## config.mk

```make
export PLATFORM = sky130hd
export DESIGN_NAME = preadd_mac_accumulator_flat
export DESIGN_NICKNAME = d
export VERILOG_FILES = /design/src/rtl/preadd_mac_accumulator_pkg.sv /design/src/rtl/preadd_mac_accumulator_if.sv /design/src/rtl/preadd_mac_accumulator_fifo.sv /design/src/rtl/preadd_mac_accumulator.sv /design/src/flat_wrapper.sv
export SDC_FILE = /design/constraint.sdc
export NUM_CORES = 1
export LEC_CHECK = 0
export ABC_AREA = 1
export ABC_CLOCK_PERIOD_IN_PS = 5900
export BUFFER_PORTS_ARGS = -buffer_cell sky130_fd_sc_hd__clkbuf_2
export CORE_MARGIN = 1
export CORE_UTILIZATION = 63
export CTS_CLUSTER_DIAMETER = 100
export DETAILED_ROUTE_END_ITERATION = 10
export PLACE_DENSITY = 0.8
export SLEW_MARGIN = 5
export SYNTH_ARGS = -nofsm -noshare
export SYNTH_HDL_FRONTEND = slang
export SYNTH_SLANG_ARGS = --single-unit
```

## constraint.sdc

```tcl
create_clock -name clk -period 5.9 [get_ports clk]
set_clock_uncertainty 0.05 [all_clocks]
set_input_delay 1.18 -clock clk [delete_from_list [all_inputs] [get_ports clk]]
set_output_delay 1.18 -clock clk [all_outputs]
set_load 0.03 [all_outputs]
```

## src/rtl/preadd_mac_accumulator_pkg.sv

```systemverilog
// Shared widths, types and the round/shift/saturate helper for the
// pre-add MAC frame accumulator.
package preadd_mac_pkg;

    localparam int AW     = 16;
    localparam int BW     = 16;
    localparam int MW     = AW + 1 + BW;
    localparam int MAXLEN = 16;
    localparam int LW     = $clog2(MAXLEN + 1);
    localparam int ACCW   = MW + $clog2(MAXLEN);
    localparam int OW     = 32;
    localparam int SW     = 6;

    typedef logic signed [ACCW-1:0] acc_t;

    typedef struct packed {
        logic                 sat;
        logic signed [OW-1:0] data;
    } res_t;

    typedef enum logic {
        IDLE  = 1'b0,
        ACCUM = 1'b1
    } acc_state_e;

    // Output clip bounds, one bit wider than the accumulator so the rounding add has headroom.
    localparam logic signed [ACCW:0] OMAX = {{(ACCW + 2 - OW){1'b0}}, {(OW - 1){1'b1}}};
    localparam logic signed [ACCW:0] OMIN = ~OMAX;

    function automatic res_t sat_round(input acc_t res, input logic [SW-1:0] sh);
        logic signed [ACCW:0] ext;
        logic signed [ACCW:0] rnd;
        logic signed [ACCW:0] r;
        res_t                 o;
        ext = {res[ACCW-1], res};
        rnd = '0;
        if (sh >= SW'(ACCW)) begin
            r = res[ACCW-1] ? '1 : '0;
        end else begin
            if (sh != '0) begin
                rnd[sh - 1'b1] = 1'b1;
            end
            r = (ext + rnd) >>> sh;
        end
        if (r > OMAX) begin
            o.sat  = 1'b1;
            o.data = OMAX[OW-1:0];
        end else if (r < OMIN) begin
            o.sat  = 1'b1;
            o.data = OMIN[OW-1:0];
        end else begin
            o.sat  = 1'b0;
            o.data = r[OW-1:0];
        end
        return o;
    endfunction

endpackage

```

## src/rtl/preadd_mac_accumulator_if.sv

```systemverilog
// Sample stream in and result stream out of the frame accumulator.
interface preadd_mac_accumulator_if;
    import preadd_mac_pkg::*;

    // Both streams: a transfer happens on a clock edge where valid & ready are both high;
    // the source holds valid and payload until then, and ready never depends on valid.
    logic                 in_valid;
    logic                 in_ready;
    logic signed [MW-1:0] in_data;
    logic                 in_last;
    logic [LW-1:0]        frame_len;
    logic [SW-1:0]        shift;
    logic                 out_valid;
    logic                 out_ready;
    logic signed [OW-1:0] out_data;
    logic                 out_sat;

    modport master (
        output in_valid, in_data, in_last, frame_len, shift, out_ready,
        input  in_ready, out_valid, out_data, out_sat
    );

    modport slave (
        input  in_valid, in_data, in_last, frame_len, shift, out_ready,
        output in_ready, out_valid, out_data, out_sat
    );

endinterface

```

## src/rtl/preadd_mac_accumulator_fifo.sv

```systemverilog
// Two-entry first-word-fall-through FIFO with occupancy count.
module sync_fifo2 #(
    parameter int W = 8
) (
    input  logic         clk,
    input  logic         rst_n,
    input  logic         push,
    input  logic [W-1:0] din,
    input  logic         pop,
    output logic [W-1:0] dout,
    output logic [1:0]   cnt
);

    logic [W-1:0] mem [2];
    logic         wr_ptr;
    logic         rd_ptr;
    logic         do_push;
    logic         do_pop;

    // A push into a full FIFO is accepted only when the same edge pops.
    assign do_pop  = pop && (cnt != 2'd0);
    assign do_push = push && ((cnt != 2'd2) || do_pop);
    assign dout    = mem[rd_ptr];

    always_ff @(posedge clk or negedge rst_n) begin
        if (!rst_n) begin
            mem[0] <= '0;
            mem[1] <= '0;
            wr_ptr <= 1'b0;
            rd_ptr <= 1'b0;
            cnt    <= 2'd0;
        end else begin
            if (do_push) begin
                mem[wr_ptr] <= din;
                wr_ptr      <= ~wr_ptr;
            end
            if (do_pop) begin
                rd_ptr <= ~rd_ptr;
            end
            cnt <= cnt + 2'(do_push) - 2'(do_pop);
        end
    end

endmodule

```

## src/rtl/preadd_mac_accumulator.sv

```systemverilog
// Frame accumulator behind the pre-add MAC: sums a frame of products, then
// rounds, shifts and saturates the sum into a 2-deep output buffer.
module preadd_mac_accumulator
    import preadd_mac_pkg::*;
(
    input  logic                      clk,
    input  logic                      rst_n,
    preadd_mac_accumulator_if.slave   bus,
    output logic                      busy,
    output acc_state_e                fsm_state
);

    acc_state_e     state, state_nx;
    acc_t           acc, acc_nx;
    logic [LW-1:0]  count, count_nx;
    logic [LW-1:0]  len_q, len_nx;
    logic [SW-1:0]  shift_q, shift_nx;
    acc_t           res;
    logic           res_v;
    logic [SW-1:0]  res_shift;

    logic           beat;
    logic           load_res;
    logic           is_last;
    acc_t           in_ext;
    acc_t           sum;
    logic [LW-1:0]  eff_len;
    logic [LW-1:0]  cnt_inc;
    logic [LW-1:0]  lim;
    logic [SW-1:0]  cur_shift;
    logic [1:0]     fifo_cnt;
    res_t           fifo_din;
    res_t           fifo_dout;

    assign beat    = bus.in_valid && bus.in_ready;
    assign in_ext  = {{(ACCW - MW){bus.in_data[MW-1]}}, bus.in_data};
    assign eff_len = (bus.frame_len == '0)              ? LW'(1) :
                     (bus.frame_len > LW'(MAXLEN))      ? LW'(MAXLEN) : bus.frame_len;

    // A beat taken in IDLE opens a frame using the live frame_len/shift.
    assign sum       = (state == IDLE) ? in_ext : acc + in_ext;
    assign cnt_inc   = (state == IDLE) ? LW'(1) : count + LW'(1);
    assign lim       = (state == IDLE) ? eff_len : len_q;
    assign cur_shift = (state == IDLE) ? bus.shift : shift_q;
    assign is_last   = bus.in_last || (cnt_inc == lim);

    always_comb begin
        state_nx = state;
        acc_nx   = acc;
        count_nx = count;
        len_nx   = len_q;
        shift_nx = shift_q;
        load_res = 1'b0;
        if (beat) begin
            if (state == IDLE) begin
                len_nx   = eff_len;
                shift_nx = bus.shift;
            end
            if (is_last) begin
                state_nx = IDLE;
                acc_nx   = '0;
                count_nx = '0;
                load_res = 1'b1;
            end else begin
                state_nx = ACCUM;
                acc_nx   = sum;
                count_nx = cnt_inc;
            end
        end
    end

    always_ff @(posedge clk or negedge rst_n) begin
        if (!rst_n) begin
            state   <= IDLE;
            acc     <= '0;
            count   <= '0;
            len_q   <= '0;
            shift_q <= '0;
        end else begin
            state   <= state_nx;
            acc     <= acc_nx;
            count   <= count_nx;
            len_q   <= len_nx;
            shift_q <= shift_nx;
        end
    end

    // res_v lasts one cycle: the result is rounded and pushed on the following edge.
    always_ff @(posedge clk or negedge rst_n) begin
        if (!rst_n) begin
            res       <= '0;
            res_v     <= 1'b0;
            res_shift <= '0;
        end else if (load_res) begin
            res       <= sum;
            res_v     <= 1'b1;
            res_shift <= cur_shift;
        end else begin
            res_v     <= 1'b0;
        end
    end

    assign fifo_din = sat_round(res, res_shift);

    sync_fifo2 #(
        .W ($bits(res_t))
    ) u_fifo (
        .clk   (clk),
        .rst_n (rst_n),
        .push  (res_v),
        .din   (fifo_din),
        .pop   (bus.out_valid && bus.out_ready),
        .dout  (fifo_dout),
        .cnt   (fifo_cnt)
    );

    // Counting the pending result keeps a slot free for every accepted last beat.
    assign bus.in_ready  = ({1'b0, fifo_cnt} + 3'(res_v)) < 3'd2;
    assign bus.out_valid = (fifo_cnt != 2'd0);
    assign bus.out_data  = fifo_dout.data;
    assign bus.out_sat   = fifo_dout.sat;
    assign busy          = (state == ACCUM);
    assign fsm_state     = state;

endmodule

```

## src/flat_wrapper.sv

```systemverilog
// flat-port wrapper written by rule: the top's interface ports become plain ports
module preadd_mac_accumulator_flat import preadd_mac_pkg::*;
  (clk, rst_n, busy, fsm_state, bus_in_valid, bus_in_data, bus_in_last, bus_frame_len, bus_shift, bus_out_ready, bus_in_ready, bus_out_valid, bus_out_data, bus_out_sat);
  preadd_mac_accumulator_if bus_i ();
  input  logic clk;
  input  logic rst_n;
  output logic busy;
  output acc_state_e fsm_state;
  input wire logic [$bits(bus_i.in_valid)-1:0] bus_in_valid;
  input wire logic [$bits(bus_i.in_data)-1:0] bus_in_data;
  input wire logic [$bits(bus_i.in_last)-1:0] bus_in_last;
  input wire logic [$bits(bus_i.frame_len)-1:0] bus_frame_len;
  input wire logic [$bits(bus_i.shift)-1:0] bus_shift;
  input wire logic [$bits(bus_i.out_ready)-1:0] bus_out_ready;
  output wire logic [$bits(bus_i.in_ready)-1:0] bus_in_ready;
  output wire logic [$bits(bus_i.out_valid)-1:0] bus_out_valid;
  output wire logic [$bits(bus_i.out_data)-1:0] bus_out_data;
  output wire logic [$bits(bus_i.out_sat)-1:0] bus_out_sat;
  assign bus_i.in_valid = bus_in_valid;
  assign bus_i.in_data = bus_in_data;
  assign bus_i.in_last = bus_in_last;
  assign bus_i.frame_len = bus_frame_len;
  assign bus_i.shift = bus_shift;
  assign bus_i.out_ready = bus_out_ready;
  assign bus_in_ready = bus_i.in_ready;
  assign bus_out_valid = bus_i.out_valid;
  assign bus_out_data = bus_i.out_data;
  assign bus_out_sat = bus_i.out_sat;
  preadd_mac_accumulator u_core (.clk(clk), .rst_n(rst_n), .bus(bus_i), .busy(busy), .fsm_state(fsm_state));
endmodule
```

-- Word-level counts from Yosys, hierarchy flattened
Cells that the tools add are included.
- logic and storage cells: 74
- flip-flop bits (word level): 168
- output and inout port bits: 37
- add/subtract/negate cells: 7
- reduce and logical (&&, ||, !) cells: 11
- magnitude comparators: 10
- bitwise logic cells: 4
- equal/unequal tests: 2
- muxes and demuxes: 26
- shift-type cells: 1
- operators with widths (cell ; count):
    33-bit 2-to-1 mux ; 6
    38-bit 2-to-1 mux ; 4
    37-bit 2-to-1 mux ; 2
    66-bit bitwise mux ; 1
    37-bit by 38-bit adder with 38-bit output ; 1
    38-bit by 32-bit greater-than comparator with 1-bit output (second input constant) ; 1
    38-bit by 32-bit less-than comparator with 1-bit output (second input constant) ; 1
    38-bit by 6-bit >>> shifter with 38-bit output ; 1
    37-bit by 33-bit adder with 37-bit output ; 1
    33-bit demux with 1-bit select ; 1
    5-bit 2-to-1 mux ; 5
    6-bit by 7-bit less-than comparator with 1-bit output (second input constant) ; 1
    1-bit demux with 6-bit select ; 1
    6-bit by 1-bit >= comparator with 1-bit output (second input constant) ; 1
    6-bit >= comparator (second input constant) ; 1
    1-bit logical AND ; 6
    6-bit 2-to-1 mux ; 1
    6-bit nonzero test ; 1
    6-bit by 1-bit subtractor with 6-bit output (second input constant) ; 1
    5-bit by 1-bit adder with 5-bit output (second input constant) ; 1
    5-bit == test ; 1
    5-bit greater-than comparator (second input constant) ; 1
    5-bit zero test ; 1
    1-bit 2-to-1 mux ; 5
    other kinds (11) ; 15

-- Logic depth before layout (Yosys ltp)
Gate-level depths: netlist (run 1).
- depth after elaboration: 14
- mapped depth: 45

-- Cells and area by module
Synthesis (run 1) repeated with hierarchy kept, for this count alone.
- cells, all modules: 2595
- area total of the unflattened synthesis: 16055.4 um^2
- by module, submodules not included (module ; instances ; area each (um^2) ; cells an instance):
    preadd_mac_accumulator ; 1 ; 12667.1 ; 2171
    sync_fifo2 ; 1 ; 3388.2 ; 424

-- Worst setup path after synthesis (run 1)
OpenSTA, ideal clock, no wires.
- kind: register to register
- start: register u_core.res_shift[1]
- end: register u_core.u_fifo.mem[0] (netlist bit)
- required time: 5.733 ns
- stages on the path, launching flop included: 40
- arrival: 4.689 ns
- period minus slack after synthesis: 4.856 ns
- setup time: 0.117 ns
- slack: 1.044 ns
- cells stage by stage: dfrtp_1 clkbuf_1 clkinv_1 clkbuf_1 ha_1 nand2_1 nand2_1 nand2_2 nor2_4 nand2_1 nor2_1 ha_1 fa_1 nand3_1 nand3_1 nand2_1 nand3_1 nand2_1 [4 not listed] nand3_1 nand2_1 nand2_1 nand3_1 nand3_1 nand2_1 nand3_1 nor2_1 nand2_1 nor2_1 nand2_1 nor2_1 nand4_1 nand3_4 buf_6 nand2_1 nand2_1 nand2_1
- longest elaborated chain between the ends: 14
- elaborated cells on any way between the ends: 18
- those cells by class: add/sub: 2; order compare: 5; shift: 1; mux: 8; reduce/logical: 2
- ends and longest elaborated chain (what ; line ; text):
    start: declaration ; preadd_mac_accumulator.sv:20 ; logic [SW-1:0] res_shift;
    start signal: assignment ; preadd_mac_accumulator.sv:97 ; res_shift <= cur_shift;
    6-bit by 1-bit subtractor with 6-bit output ; preadd_mac_accumulator_pkg.sv:41 ; rnd[sh - 1'b1] = 1'b1;
    6-bit by 7-bit less-than comparator with 1-bit output (not written as such) / 6-bit by 1-bit >= comparator with 1-bit output (equally long branches) ; preadd_mac_accumulator_pkg.sv:41 ;
    1-bit logical AND (not written as such) ; preadd_mac_accumulator_pkg.sv:41 ;
    1-bit 2-to-1 mux (not written as such) ; preadd_mac_accumulator_pkg.sv:41 ;
    1-bit demux with 6-bit select ; - ;
    38-bit 2-to-1 mux ; preadd_mac_accumulator_pkg.sv:40 ; if (sh != '0) begin
    38-bit 2-to-1 mux ; preadd_mac_accumulator_pkg.sv:37 ; if (sh >= SW'(ACCW)) begin
    37-bit by 38-bit adder with 38-bit output ; preadd_mac_accumulator_pkg.sv:43 ; r = (ext + rnd) >>> sh;
    38-bit by 6-bit >>> shifter with 38-bit output ; preadd_mac_accumulator_pkg.sv:43 ;
    38-bit 2-to-1 mux * ; preadd_mac_accumulator_pkg.sv:37 ;
    38-bit by 32-bit less-than comparator with 1-bit output ; preadd_mac_accumulator_pkg.sv:48 ; end else if (r < OMIN) begin
    33-bit 2-to-1 mux ; preadd_mac_accumulator_pkg.sv:48 ;
    33-bit 2-to-1 mux * ; preadd_mac_accumulator_pkg.sv:45 ; if (r > OMAX) begin
    66-bit bitwise mux * ; preadd_mac_accumulator_fifo.sv:34 ; mem[wr_ptr] <= din;
    end signal: indexed assignment ; preadd_mac_accumulator_fifo.sv:34 ;
    end: declaration ; preadd_mac_accumulator_fifo.sv:14 ; logic [W-1:0] mem [2];
Every way passes the cells marked *; elsewhere a longest branch is shown, timed or not. The select of a mux whose other input is x is not followed.
A chain may end at the register's enable or synchronous reset.

-- Final worst setup path (run 1)
- start: register u_core.res_shift[2]
- end: register u_core.u_fifo.mem[40] (netlist bit)
The elaborated chain is that of the path after synthesis.

==> flow_results.org, run 1 <==
** Run status
- Status :: complete, no violations

** Route
- DRC violation count after routing :: 0
- For this run, the detailed router's first-pass iteration total came to 8.
- After detailed routing, the average wire length per cell comes to around 17 um.
- After the first detailed-routing iteration, the DRC count stood at between 2,000 and 2,500.
- The routed layout has between 15,000 and 20,000 vias.
- WL final :: 49,800 um
- Count of antenna-violating nets left after detailed routing :: 0
- Via density per instance :: 6.01

** Setup path
- Slowest stage cell, crit path :: sky130_fd_sc_hd__dfrtp_1
- CP peak stage delay :: about 0.50 ns
- Count of cells along the worst register-to-register path :: 34
- CP delay by family, top :: simple AND/OR/NAND/NOR gates
- Together, buffers and inverters on the worst path number 1.
- The setup check on the worst reg-to-reg path leaves a slack of between 0.2 and 0.3 ns.
- Data on the critical path arrives at its endpoint at 5.92 ns.
- Of all nets on the critical path, the largest fanout is 10.
- Required time of the critical path :: between 6 and 7 ns
- Crit path launch type :: flop
- R2R Path End :: u_core.u_fifo.mem[40]
- Startpoint-to-endpoint class of the critical path :: reg -> reg
- Among the stages of the critical path, the cell type that occurs most often is sky130_fd_sc_hd__nand2_1.
- The startpoint identified for the worst register-to-register timing path is u_core.res_shift[2].
- Crit end category :: flop

** Global routing
- Total routing resource utilization after global routing :: ~41%
- Entering global routing, the biggest net connects between 150 and 200 pins.
- The first global-routing pass estimated between 70,000 and 80,000 um of wire.
- Overflow left after global routing :: 0
- The number of antenna violations at the first check in global routing is 0.
- Via count of the first global-routing pass :: approximately 15,000

** Synth
- Of all flip-flops after synthesis, the portion carrying an async set or reset was 100%.
- Syn Inst Count :: 2,507
- After synthesis, the netlist uses 50 different library cells.
- Synth Net Count :: about 2,600
- The synthesized design contains between 150 and 200 register bits.
- The most used flip-flop cell after synthesis is sky130_fd_sc_hd__dfrtp_1.
- Area of the mapped netlist :: 15,100 sq um
- The average instance in the mapped netlist occupies slightly above 6 sq um.
- The synthesized design spends more area on one cell type than any other, namely sky130_fd_sc_hd__dfrtp_1.
- Summed over its instances, the top area cell type makes up between 20% and 30% of the synthesized netlist area.
- YS warnings :: 0
- Sorting the synthesized cells by area gives the leading types as sky130_fd_sc_hd__dfrtp_1 (28%), sky130_fd_sc_hd__nand2_1 (25%), sky130_fd_sc_hd__nand3_1 (11%).
- EDFF count, synth :: 0
- Summing the sequential cell areas from Yosys gives around 28% of the chip area.

** STA
- Timing would allow up to approximately 180 MHz.
- Endpoints failing hold :: 0
- Slew @ Worst Pin :: between 1 and 1.5 ns
- The max-slew violation count is 0.
- For the finished layout, the period the worst path requires is between 5 and 6 ns.
- Final setup fails :: 0
- The worst pin sits at a relative slew slack of a little under a quarter.
- Dividing the final minimum period by the clock period gives roughly 95%.
- Worst Hold Margin :: approximately 0.43 ns

** Clock tree
- In this run the number of H-tree levels came out at 4.
- After clock tree synthesis, the flow added hold-fix buffers numbering 0.
- The root buffer cell chosen for the clock tree is sky130_fd_sc_hd__clkbuf_16.
- Clk buf depth :: 2
- The later pin in the worst-skew pair is clocked with a latency of roughly 0.45 ns.
- TritonCTS built the clock tree.
- Reg clk slew, reported paths :: ~0.080 ns
- The clock drives between 150 and 200 sinks.
- Buffers inserted during clock tree synthesis total 17.

** Pwr
- Peak VDD IR :: 0.495 mV
- Power spread over the standard cell area amounts to between 600 and 700 nW/um^2.
- Power after layout :: roughly 11 mW
- Summed over all cells, the static leakage comes to roughly 9 nW.

** Placement
- Buffers placed on the I/O ports in this run total 85.
- Half-perimeter wire length of the detailed placement result :: roughly 37,000 um
- Routability-driven placement finished with a final weighted congestion of ~1.1.

** Finish
- Top library cells by usage in the layout, fill and taps aside :: sky130_fd_sc_hd__nand2_1 (997), sky130_fd_sc_hd__nand3_1 (320), sky130_fd_sc_hd__inv_1 (190)
- Layout Utilization :: a little over 70%
- Relative to the synthesized area, the layout overhead comes to 9.37%.
- The number of antenna diodes in the final layout is 0.
- Of the cells placed in the final design, the portion with a size suffix greater than 1 is a little over 8%.
- At the end of the flow, the number of nets in the layout was ~2,700.
- Most common cell after layout, fill and taps aside :: sky130_fd_sc_hd__nand2_1

** Die
- Total number of placement rows :: between 50 and 60
- In this run the horizontal extent of the chip is 157 um.
- Once the floorplan was initialized, standard cells occupied about 64% of the core.
- Area of the die :: 24,700 sq um
- The total area inside the core boundary comes to between 20,000 and 25,000 sq um.
- In this run the vertical extent of the chip is 157 um.
- Number of placed I/O pins :: 86

** Min path
- The worst hold path terminates at u_core.u_fifo.mem[63].
- The worst hold path passes through 2 cells.
- The path class of the tightest hold or removal check is reg -> reg.
- Hold Path Origin :: u_core.u_fifo.mem[63]

** Run
- The tool flagged a number of max-cap violations equal to 0.
==> synthesized netlist by cell type, types with 2 or more instances <==
cell type / n
sky130_fd_sc_hd__a211oi_1: 2
sky130_fd_sc_hd__a21o_1: 8
sky130_fd_sc_hd__a21oi_1: 106
sky130_fd_sc_hd__a21oi_2: 4
sky130_fd_sc_hd__a22o_1: 4
sky130_fd_sc_hd__a22oi_1: 2
sky130_fd_sc_hd__a31oi_1: 8
sky130_fd_sc_hd__buf_1: 13
sky130_fd_sc_hd__buf_2: 4
sky130_fd_sc_hd__buf_4: 4
sky130_fd_sc_hd__buf_6: 4
sky130_fd_sc_hd__clkbuf_1: 70
sky130_fd_sc_hd__clkinv_1: 7
sky130_fd_sc_hd__dfrtp_1: 168
sky130_fd_sc_hd__fa_1: 2
sky130_fd_sc_hd__ha_1: 78
sky130_fd_sc_hd__inv_1: 190
sky130_fd_sc_hd__inv_2: 17
sky130_fd_sc_hd__mux2i_1: 9
sky130_fd_sc_hd__nand2_1: 998
sky130_fd_sc_hd__nand2_2: 10
sky130_fd_sc_hd__nand3_1: 322
sky130_fd_sc_hd__nand3b_1: 6
sky130_fd_sc_hd__nand4_1: 17
sky130_fd_sc_hd__nor2_1: 185
sky130_fd_sc_hd__nor2_2: 6
sky130_fd_sc_hd__nor2_4: 2
sky130_fd_sc_hd__nor3_1: 6
sky130_fd_sc_hd__nor4_1: 2
sky130_fd_sc_hd__o2111ai_1: 2
sky130_fd_sc_hd__o211ai_1: 5
sky130_fd_sc_hd__o21a_1: 7
sky130_fd_sc_hd__o21ai_0: 158
sky130_fd_sc_hd__o21ai_1: 13
sky130_fd_sc_hd__o21bai_1: 4
sky130_fd_sc_hd__o22ai_1: 6
sky130_fd_sc_hd__o31ai_1: 4
sky130_fd_sc_hd__or2_2: 7
sky130_fd_sc_hd__xnor2_1: 15
sky130_fd_sc_hd__xor2_1: 22
==> worst min-delay path, cell delays in order, from the launching register on <==
cell and delay, ns:
sky130_fd_sc_hd__dfrtp_1 0.35, sky130_fd_sc_hd__nand2_1 0.05, sky130_fd_sc_hd__nand2_1 0.05
==> flip-flops by register name, summed over array words and instances, names as in the netlist <==
register	flops
u_core.acc	37
u_core.shift_q	6
u_core.busy	1
u_core.len_q	5
u_core.res_shift	6
u_core.count	5
u_core.u_fifo.rd_ptr	1
u_core.res	37
u_core.u_fifo.mem	66
u_core.u_fifo.wr_ptr	1
u_core.u_fifo.cnt	2
u_core.res_v	1
==> routing by layer <==
metal  up-vias  track usage [%]  routed length [um]
met5         -                0                   0
met2      1037             62.7               21600
met1      7912             57.2               20900
met4         0             14.8                1820
met3       148             8.04                5490
li1       8232                -                   -
==> logic make-up after synthesis <==
family | Yosys count | share of synthesized area [%]
AOI/OAI and AO/OA | 336 | 12.1
DFF | 168 | 27.8
muxes | 9 | 0.595
and+or+nand+nor | 1568 | 42.8
buffers and inverters | 309 | 7.99
adders and majority gates | 80 | 6.71
xor gates and xnor gates | 37 | 2.14
==> how the worst max path moves through the flow <==
stage	from	to	slack [ns]	depth (start not counted)
2_1_floorplan	u_core.res_shift[1]	u_core.u_fifo.mem[0]	1.04	39
3_3_place_gp	u_core.res_shift[2]	u_core.u_fifo.mem[15]	0.50	34
3_5_place_dp	u_core.res_shift[1]	u_core.u_fifo.mem[12]	0.33	34
4_1_cts	u_core.res_shift[1]	u_core.u_fifo.mem[40]	0.28	34
5_1_grt	u_core.res_shift[0]	u_core.u_fifo.mem[48]	-0.0008	35
6_report	u_core.res_shift[2]	u_core.u_fifo.mem[40]	0.30	34
==> cell type report <==
type                            instances  area [sq um]
Multi-Input combinational cell       2033          9830
Fill cell                            2127          6970
Sequential cell                       168          4200
Inverter                              214           803
Timing Repair Buffer                  116           689
Clock buffer                           17           425
Tap cell                              319           399
Clock inverter                         15           216
==> report_power, final <==
part / leakage [nW] / internal, mW / switching (mW)
Combinational: 6.70 / 2.37 / 5.51
Clock: 0.306 / 0.590 / 0.606
Sequential: 2.12 / 1.67 / 0.368
==> stage by stage <==
| step | instances | setup WS, ns | setup TNS, ns | cell area (sq um) |
|---|---|---|---|---|
| finish | 2882 | 0.299 | 0 | 16600 |
| global route | 2882 | -0.000806 | -0.000806 | 16600 |
| CTS | 2875 | 0.278 | 0 | 16500 |
| detailed placement | 2843 | 0.326 | 0 | 15800 |
| global placement | 2843 | 0.499 | 0 | 15800 |
| floorplan | 2507 | 1.04 | 0 | 15100 |
==> repair_timing <==
action | 4_1_cts | 5_1_grt
endpoints found under the setup margin | 0 | 64
gates resized for setup | 0 | 10
setup buffers | 0 | 4
Power figures use the tool's default switching activity.
==> inputs of run 2 (changes only) <==
Settings changed: ABC_CLOCK_PERIOD_IN_PS 5900 to 7200, CORE_UTILIZATION 63 to 65, PLACE_DENSITY 0.8 to 0.82.
Clock period 5.9 ns to 7.2 ns, I/O delays scaled along.
==> run 2 against run 1 <==
Clock power fell by 18%. Utilization is 1.5 points higher. Cell count decreased by 0.76%. Count of clock-buffer cells in the layout did not move. Via count rose by 1.4%. Power is 19% lower. Sequential power fell by 18%. Non-clock buffer count decreased by 13. Worst hold slack gained 0.0011 ns. Critical path type unchanged. Critical endpoint is now u_core.u_fifo.mem[36]. Largest cell class unchanged. Highest routed layer unchanged.
==> flow_results.org, run 2 (synthesis results as in run 1) <==
** Run status
- Status :: complete, no violations

** Finish
- The number of flip-flops under the largest register name came to 66 (unchanged).
- The layout cell share with drive strength beyond 1 came to 7.42% (-0.77 points).
- Largest registers :: u_core.u_fifo.mem (66), u_core.acc (37), u_core.res (37)
- Diodes inserted :: 0 (unchanged)
- Top library cells by usage in the layout, fill and taps aside :: sky130_fd_sc_hd__nand2_1 (998), sky130_fd_sc_hd__nand3_1 (322), sky130_fd_sc_hd__inv_1 (190)
- The final non-filler cell total is 2,860 (-0.76%).
- Final net count :: 2,663 (-0.60%)
- Layout Area Growth over Synthesis :: 7.99%
- The sequential standard cell area came to 4200 sq um (unchanged).
- Filler cells :: 1,941 (-8.7%)
- Most common cell after layout, fill and taps aside :: sky130_fd_sc_hd__nand2_1
- Area of the multi-input gates :: 9750 sq um (-0.87%)
- Largest register by flop count :: u_core.u_fifo.mem
- Layout Cell Area excl Fill :: 16,400 sq um (-1.3%)
- The fraction of the core area covered by cells at the end of the flow came to 71.8% (+1.5 points).

** Setup path
- Cell type with the highest occurrence count on the critical path :: sky130_fd_sc_hd__nand2_1
- The startpoint identified for the worst register-to-register timing path is u_core.res_shift[0].
- The worst setup path is launched from a flop.
- The reg-to-reg setup timing slack came to 0.96 ns (+0.66 ns).
- The largest fanout on the critical path came to 48 (+38).
- Crit end category :: flop
- The arrival time at the worst endpoint is 6.57 ns (+0.65 ns).
- R2R Path End :: u_core.u_fifo.mem[36]
- Required time of the critical path :: 7.53 ns (+1.31 ns)
- CP peak stage delay :: 0.42 ns (-0.08 ns)
- The slowest stage of the critical path belongs to the cell sky130_fd_sc_hd__nand4_1.
- Startpoint-to-endpoint class of the critical path :: reg -> reg
- Count of cells along the worst register-to-register path :: 36 (+5.9%)

** Clock tree
- Number of sinks handled by clock tree synthesis :: 168 (unchanged)
- The later-pin clock latency in the skew report is 0.45 ns (about the same).
- TritonCTS clock tree :: built
- Number of gates resized after cts :: 0 (unchanged)
- The number of H-tree branching levels is 4 (unchanged).
- Setup repair bufs after CTS :: 0 (unchanged)
- The count of hold buffers inserted by post-cts repair is 0 (unchanged).
- Master cell of the clock root buffer :: sky130_fd_sc_hd__clkbuf_16
- The number of buffers between clock root and the deepest sink was 2 (unchanged).
- Reg clk slew, reported paths :: 0.08 ns (about the same)
- Num CTS Buffers :: 17 (unchanged)

** STA
- Highest clock rate :: 160 MHz (-10%)
- The aggregate negative setup slack is 0 ns (unchanged).
- Final worst-path cycle share :: 86.6% (-8.3 points)
- The post-route minimum period is 6.24 ns (+0.636 ns).
- Number of pins with negative max-slew slack in the final report :: 0 (unchanged)
- The headroom to the max-slew limit is 17.9% (-4.9 points).
- Final WS setup :: 0.963 ns (+0.664 ns)
- RSZ-0062 raised after global routing :: false
- Final setup fails :: 0 (unchanged)
- Slew @ Worst Pin :: 1.23 ns (+0.0791 ns)
- The final-report hold violation count was 0 (unchanged).
- The worst hold slack after final layout was 0.436 ns (+0.00107 ns).

** Pwr
- The fraction of power spent switching nets is 58.8% (+0.49 points).
- The maximum vdd ir drop came to 0.434 mV (-12%).
- Power after layout :: 9.02 mW (-19%)
- Total power per unit cell area :: 551 nW/um^2 (-18%)
- The clock share of power is 10.9% (about the same).
- The leakage power summed over all cells came to 9.02 nW (-1.1%).
- Combinational share of power :: 70.5% (-0.4 points)
- P_int :: 3.71 mW (-20%)
- The net switching component of the power is 5.30 mW (-18%).
- Share of total power in sequential cells :: 18.5% (about the same)

** Placement
- DP Cell Count :: 2,828 (-0.53%)
- Total cell area at the placement stage :: 15,700 sq um (-0.55%)
- The placer's final routability congestion estimate was 1.04 (-1.6%).
- DP Worst Slack :: 1.30 ns (+0.978 ns)
- Count of input and output buffers :: 85 (unchanged)
- The placed wire-length estimate after detailed placement came to 37,000 um (+0.23%).

** Die
- The number of placed I/O pins is 86 (unchanged).
- The area of the die was 23,900 sq um (-3.0%).
- Effective utilization at floorplan :: 66.5% (+2.2 points)
- The total number of placement rows is 55 (-1.8%).
- The placeable core region came to 22,800 sq um (-3.2%).
- Die W :: 155 um (-1.5%)
- Die span in y :: 155 um (-1.5%)

** Route
- The remaining routing DRC violations is 0 (unchanged).
- The post-detailed-route via-to-cell ratio was 6.14 (+2.2%).
- The wire length per cell came to 17.7 um (+2.6%).
- The violation count after the first detailed-route iteration was 2,300 (-4.8%).
- The via count of the routed design is 17,600 (+1.4%).
- The antenna violation net count after detailed routing is 0 (unchanged).
- First-pass detailed-route iteration total :: 6 (-2)
- WL final :: 50,700 um (+1.8%)

** Min path
- Hold depth :: 2 (unchanged)
- The path with the worst hold slack has its endpoint at u_core.u_fifo.mem[53].
- Kind of path behind the tightest hold check :: reg -> reg
- Hold Path Origin :: u_core.u_fifo.mem[53]

** Global routing
- The number of antenna violations at the first check in global routing came to 0 (unchanged).
- The aggregate global-route resource usage is 43.0% (+2.1 points).
- First-pass GRT wire length :: 81,300 um (+2.9%)
- The pin count of the biggest net entering global routing is 169 (unchanged).
- Overflow left after global routing :: 0 (unchanged)
- Via count of the first global-routing pass :: 16,000 (+3.2%)

** Run
- Count of maximum capacitance violations :: 0 (unchanged)
==> run 2: changes by cell type in the layout (fill, tap and decap cells not counted), sizes merged <==
cell,delta
clkinv,-1
nand3,-3
inv,+1
buf,-13
==> run 2: worst max-delay path: cells and delay by family, from the launching register on <==
kind	cells	cell delay [ns]
AO/OA/AOI/OAI	2	0.54
flip-flops	1	0.39
adder cells (fa/ha/maj)	1	0.36
AND/OR/NAND/NOR	29	4.13
buffers and inverters	4	0.66
==> run 2: final cells by class <==
type / instances / share of cell area (%)
clock inverters: 15 / 1.29
clock buffers: 17 / 2.60
flip-flops and latches: 168 / 25.7
well taps: 313 / 2.39
inverters: 214 / 4.91
multi-input cells: 2030 / 59.6
repair buffers: 103 / 3.54
==> run 2: worst max-delay path by stage <==
stage | from | endpoint | slack, ns | depth (start not counted)
global route | u_core.res_shift[1] | u_core.u_fifo.mem[36] | 0.62 | 36
global placement | u_core.res_shift[0] | u_core.u_fifo.mem[11] | 1.50 | 34
finish | u_core.res_shift[0] | u_core.u_fifo.mem[36] | 0.96 | 36
detailed placement | u_core.res_shift[1] | u_core.u_fifo.mem[3] | 1.30 | 38
CTS | u_core.res_shift[1] | u_core.u_fifo.mem[36] | 1.25 | 38
floorplan | u_core.res_shift[1] | u_core.u_fifo.mem[0] | 2.34 | 39
==> run 2: layer usage <==
| layer | global-route usage, % | part of all wire, % | up-vias |
|---|---|---|---|
| met4 | 17.1 | 3.9 | 0 |
| li1 | - | - | 8190 |
| met1 | 59.6 | 41 | 8008 |
| met5 | 0 | 0 | - |
| met2 | 66.9 | 44 | 1180 |
| met3 | 7.14 | 11 | 194 |
==> run 2: power by group through the flow <==
stage,logic [mW],clock network [mW],registers [mW]
after floorplan,4.57,0,1.57
after global placement,5.92,0,1.64
after detailed placement,6.06,0,1.66
after global routing,6.93,1.02,1.71
final,6.36,0.983,1.67
after CTS,6.15,0.983,1.66
